**config.mk**
```make
export PLATFORM = sky130hd
export DESIGN_NAME = prescaled_counter
export DESIGN_NICKNAME = d
export VERILOG_FILES = /design/src/rtl/prescaled_counter.sv
export SDC_FILE = /design/constraint.sdc
export NUM_CORES = 1
export LEC_CHECK = 0
export CORE_MARGIN = 2
export CORE_UTILIZATION = 60
export CTS_BUF_LIST = sky130_fd_sc_hd__clkbuf_16
export DETAILED_ROUTE_END_ITERATION = 7
export PLACE_DENSITY = 0.92
export SETUP_SLACK_MARGIN = 0.5
export SYNTH_ARGS = -nofsm -noshare
export SYNTH_HDL_FRONTEND = slang
export SYNTH_SLANG_ARGS = --single-unit
export TNS_END_PERCENT = 5
```
**constraint.sdc**
```tcl
create_clock -name clk -period 3.9 [get_ports clk]
set_input_delay 0.39 -clock clk [delete_from_list [all_inputs] [get_ports clk]]
set_output_delay 0.39 -clock clk [all_outputs]
set_load 0.1 [all_outputs]
```
**src/rtl/prescaled_counter.sv**
```systemverilog
// Up/down counter advanced by an enable-gated prescaler tick; sync clear/load, wrap flag.
// Latency: count and wrap update one clk edge after the tick/clr/load; tick and tc are combinational.
// Backpressure: none; en freezes prescaler and counter, clr and load always take effect.
// Optional macro COUNTER_SATURATE_EN: a tick at the terminal value holds count and wrap stays 0.
module prescaled_counter #(
  parameter int unsigned WIDTH   = 4,
  parameter int unsigned PRE_W   = 26,
  parameter int unsigned DIV_MAX = 32112212
) (
  input  logic             clk,
  input  logic             rst_n,
  input  logic             en,
  input  logic             up_dn,
  input  logic             clr,
  input  logic             load,
  input  logic [WIDTH-1:0] load_val,
  output logic [WIDTH-1:0] count,
  output logic             tick,
  output logic             tc,
  output logic             wrap
);

  localparam logic [PRE_W-1:0] DIV_LIM = PRE_W'(DIV_MAX);

  logic [PRE_W-1:0] pre_q, pre_d;
  logic [WIDTH-1:0] cnt_q, cnt_d;
  logic             wrap_q, wrap_d;

  // Tick fires on the last enabled cycle of each prescaler period; tc looks at the direction boundary.
  always_comb begin
    tick = en && (pre_q == DIV_LIM);
    tc   = up_dn ? (&cnt_q) : ~(|cnt_q);
  end

  // Prescaler: clear wins, otherwise counts enabled cycles and reloads after the terminal value.
  // A load leaves the prescaler running untouched.
  always_comb begin
    pre_d = pre_q;
    if (clr) begin
      pre_d = '0;
    end else if (en) begin
      pre_d = tick ? '0 : pre_q + PRE_W'(1);
    end
  end

  // Counter: clear, then load, then tick-driven count; wrap only from a tick crossing a boundary.
  always_comb begin
    cnt_d  = cnt_q;
    wrap_d = 1'b0;
    if (clr) begin
      cnt_d = '0;
    end else if (load) begin
      cnt_d = load_val;
    end else if (tick) begin
`ifdef COUNTER_SATURATE_EN
      if (!tc) begin
        cnt_d = up_dn ? cnt_q + WIDTH'(1) : cnt_q - WIDTH'(1);
      end
`else
      cnt_d  = up_dn ? cnt_q + WIDTH'(1) : cnt_q - WIDTH'(1);
      wrap_d = tc;
`endif
    end
  end

  // State registers with immediate clear on reset assertion.
  always_ff @(posedge clk or negedge rst_n) begin
    if (!rst_n) begin
      pre_q  <= '0;
      cnt_q  <= '0;
      wrap_q <= 1'b0;
    end else begin
      pre_q  <= pre_d;
      cnt_q  <= cnt_d;
      wrap_q <= wrap_d;
    end
  end

  assign count = cnt_q;
  assign wrap  = wrap_q;

endmodule
```
==> flow_summary.ini <==
[setup_path]
path_class = reg2reg
critical_path_required_ns = 4.01
critPathArrivalTime_ns = 2.70
rr_startpoint = pre_q[0]$_DFFE_PN0P_
critical_path_peak_fanout = 24
cp-start-kind = register
critical_path.endpoint_type = register
crit_start = pre_q[0]$_DFFE_PN0P_
cells_on_worst_reg2reg_path = 6

[clocking]
cts.path.max_buffers = 2
holdBufCountCts = 0
cts.repair.resized = 0
cts_root_buffer = sky130_fd_sc_hd__clkbuf_16
cts.reportedPaths.clkPinSlew_ns = 0.05
cts.sinks = 31
cts_max_level = 2
cts_post_setup_buffers_inserted = 0
clkLatencyLatePin_ns = 0.27
cts_buffers = 5
cts_tree = built

[global_routing]
grt_pass1_vias = 1644
gr-total-overflow = 0
grt_antenna_before_repair = 0
largest_net_degree_at_the_start_of_global_routing = 32
global_router_s_overall_resource_usage = 0.280
grt_first_pass_wirelength_um = 7400

[placed_design]
place_inst = 253
buffer_ports.inserted = 16
place.gp.congestion = 0.843
post_detailed_placement_half_perimeter_wirelength_um = 2970

[sta]
tns_ns = 0
max_clock_freq_mhz = 385
timing.max_slew.rel_slack = 0.324
tightest_slew_ns = 1.01
final-setup-viol-count = 0
layout_min_cycle_time_ns = 2.60
post-route-period-util = 0.665
worst_hold_check_slack_ns = 0.512
worst_clock_skew_ns = 0.00466
grt_setup_unrepaired = false
finalHoldViolations = 0
report.final.slew_viol_count = 0

[finish]
fraction_of_final_layout_cells_sized_beyond_drive_strength_1 = 0.0698
n_antenna_cell = 0
layout-area-overhead-vs-synth_pct = 15.5
final_cell_count_no_fill = 259
layout.core_utilization = 0.725
final_nets = 231

[yosys]
syn-mean-instance-area_um2 = 9.41
synth_top_area_cell = sky130_fd_sc_hd__dfrtp_1
synth_fp_nets = 217
ys_dominant_reg_cell = sky130_fd_sc_hd__dfrtp_1
yosysSeqAreaShare = 0.408
ys.warnings.count = 0
yosysUniqueCellTypes = 42
synth_seq_cells = 31
synth_top_area_frac = 0.408
async_flop_share = 1.00
synth_area_mm2 = 0.00190
cells_after_synth = 202
synth_area_leaders = sky130_fd_sc_hd__dfrtp_1 41%, sky130_fd_sc_hd__xor2_1 5.1%, sky130_fd_sc_hd__a21oi_1 4.2%
number_of_enable_type_register_cells_in_the_synthesized_netlist = 0

[drt]
dr_total_vias = 1663
final_antenna_net_count = 0
route.final.wire_length_um = 4390
remaining_drc_errors = 0
post_drt_wl_per_cell_um = 16.9
drt_iter0_drc = 130
post_drt_via_cell_ratio = 6.42
first_pass_detailed_route_iteration_total = 4

[floorplanning]
floorplan.rows = 20
die_h_um = 60.3
die_outline_area_mm2 = 0.00363
io-pin-count = 17
die_width_um = 60.3
initial_core_util = 0.628
core_area_mm2 = 0.00303

[flow_run]
max_capacitance_violation_total = 0

[pwr]
report.power.total_uw = 763
power_per_cell_area_mw_per_mm2 = 348
power.leakage_uw = 0.000850
ir_worst_vdd_mv = 0.358

[run_status]
outcome = finished clean

[min_path]
hp_class = in2async
==> cell type report <==
class                           instances  area [um2]
Multi-Input combinational cell        155        1050
Fill cell                             226         833
Sequential cell                        31         776
Timing Repair Buffer                   17         163
Clock buffer                            5         125
Tap cell                               44        55.1
Inverter                                6        22.5
Clock inverter                          1        3.75
==> cells in the final DEF (no fill, tap or decap), types with 2 or more instances in the layout <==
cell,synthesis,layout
sky130_fd_sc_hd__or4b_1,2,2
sky130_fd_sc_hd__or4_1,9,9
sky130_fd_sc_hd__o211ai_1,4,4
sky130_fd_sc_hd__nor3_1,2,2
sky130_fd_sc_hd__and3_1,7,7
sky130_fd_sc_hd__o21ai_0,6,5
sky130_fd_sc_hd__nor4bb_1,2,2
sky130_fd_sc_hd__a311oi_1,2,2
sky130_fd_sc_hd__nor2_1,18,18
sky130_fd_sc_hd__and4_1,3,3
sky130_fd_sc_hd__o31ai_1,7,7
sky130_fd_sc_hd__a21oi_1,16,16
sky130_fd_sc_hd__o41ai_1,2,2
sky130_fd_sc_hd__nand3_2,3,3
sky130_fd_sc_hd__buf_4,2,3
sky130_fd_sc_hd__inv_1,6,7
sky130_fd_sc_hd__xor2_1,11,11
sky130_fd_sc_hd__clkbuf_16,0,5
sky130_fd_sc_hd__clkdlybuf4s50_1,0,14
sky130_fd_sc_hd__o2111a_1,2,2
sky130_fd_sc_hd__dfrtp_1,31,31
sky130_fd_sc_hd__nand4_1,9,9
sky130_fd_sc_hd__nor2b_1,2,2
sky130_fd_sc_hd__nand2_1,7,7
sky130_fd_sc_hd__nor4_1,3,3
sky130_fd_sc_hd__nand3_1,13,13
sky130_fd_sc_hd__ha_1,4,4
sky130_fd_sc_hd__or3_1,4,4
sky130_fd_sc_hd__nand4b_1,2,2
sky130_fd_sc_hd__nand2b_1,2,2
sky130_fd_sc_hd__xnor2_1,2,2
sky130_fd_sc_hd__nor4b_1,2,2
==> logic make-up (layout without fill, tap and decap cells) <==
logic type      Yosys count  count (layout)  synth area share
simple gates             94              94             0.303
xor+xnor                 13              13            0.0599
fa+ha+maj                 5               5            0.0369
flops                    31              31             0.408
compound gates           43              43             0.152
buf+inv                  16              29            0.0395
==> per-stage QoR <==
| step | setup slack (ns) | area (um2) |
|---|---|---|
| final | 1.30 | 2190 |
| after global routing | 1.14 | 2190 |
| after CTS | 1.30 | 2190 |
| after detailed placement | 1.09 | 2070 |
| after global placement | 1.24 | 2070 |
| after floorplan | 0.725 | 1900 |
==> critical path, stage by stage (launching register included) <==
cell	delay (ns)
sky130_fd_sc_hd__dfrtp_1	0.46
sky130_fd_sc_hd__inv_1	0.11
sky130_fd_sc_hd__ha_1	0.16
sky130_fd_sc_hd__nor4b_1	0.27
sky130_fd_sc_hd__nand4_1	0.36
sky130_fd_sc_hd__o21bai_2	0.92
sky130_fd_sc_hd__nor2_1	0.13
==> routing by layer <==
metal  GRT usage  up-vias  routed length [um]
met5           0        -                   0
met1       0.368      786                1930
met4       0.143        0                  90
met2       0.435       69                2110
met3      0.0584        8                 255
li1            -      800                   -
==> cells in the mapped netlist, types with 3 or more instances <==
| cell | number |
|---|---|
| sky130_fd_sc_hd__or4_1 | 9 |
| sky130_fd_sc_hd__nand3_2 | 3 |
| sky130_fd_sc_hd__nand4_1 | 9 |
| sky130_fd_sc_hd__ha_1 | 4 |
| sky130_fd_sc_hd__nand2_1 | 7 |
| sky130_fd_sc_hd__or3_1 | 4 |
| sky130_fd_sc_hd__dfrtp_1 | 31 |
| sky130_fd_sc_hd__a21oi_1 | 16 |
| sky130_fd_sc_hd__and4_1 | 3 |
| sky130_fd_sc_hd__o31ai_1 | 7 |
| sky130_fd_sc_hd__xor2_1 | 11 |
| sky130_fd_sc_hd__nor2_1 | 18 |
| sky130_fd_sc_hd__inv_1 | 6 |
| sky130_fd_sc_hd__nor4_1 | 3 |
| sky130_fd_sc_hd__buf_2 | 6 |
| sky130_fd_sc_hd__nand3_1 | 13 |
| sky130_fd_sc_hd__and3_1 | 7 |
| sky130_fd_sc_hd__o21ai_0 | 6 |
| sky130_fd_sc_hd__o211ai_1 | 4 |
==> registers in the layout, indices dropped and copies added (netlist names) <==
register / flops
pre_q: 26
count: 4
wrap: 1
==> worst paths after layout <==
check                                        endpoint  slack, ns
min in group clk                pre_q[24]$_DFFE_PN0P_       0.58
worst min register to register  pre_q[24]$_DFFE_PN0P_       0.58
worst max register to register  pre_q[12]$_DFFE_PN0P_       1.30
worst min-delay path            pre_q[23]$_DFFE_PN0P_       0.51
max in group asynchronous        pre_q[2]$_DFFE_PN0P_       3.11
worst max-delay path            pre_q[12]$_DFFE_PN0P_       1.30
==> power by group <==
| part | internal (uW) | total [uW] | switching [uW] | leakage [uW] |
|---|---|---|---|---|
| logic | 26.7 | 81.8 | 55.1 | 0.000354 |
| clock network | 225 | 347 | 122 | 0.0000669 |
| registers | 327 | 334 | 7.43 | 0.000428 |
Note: power is estimated with default switching activity, not from simulation.
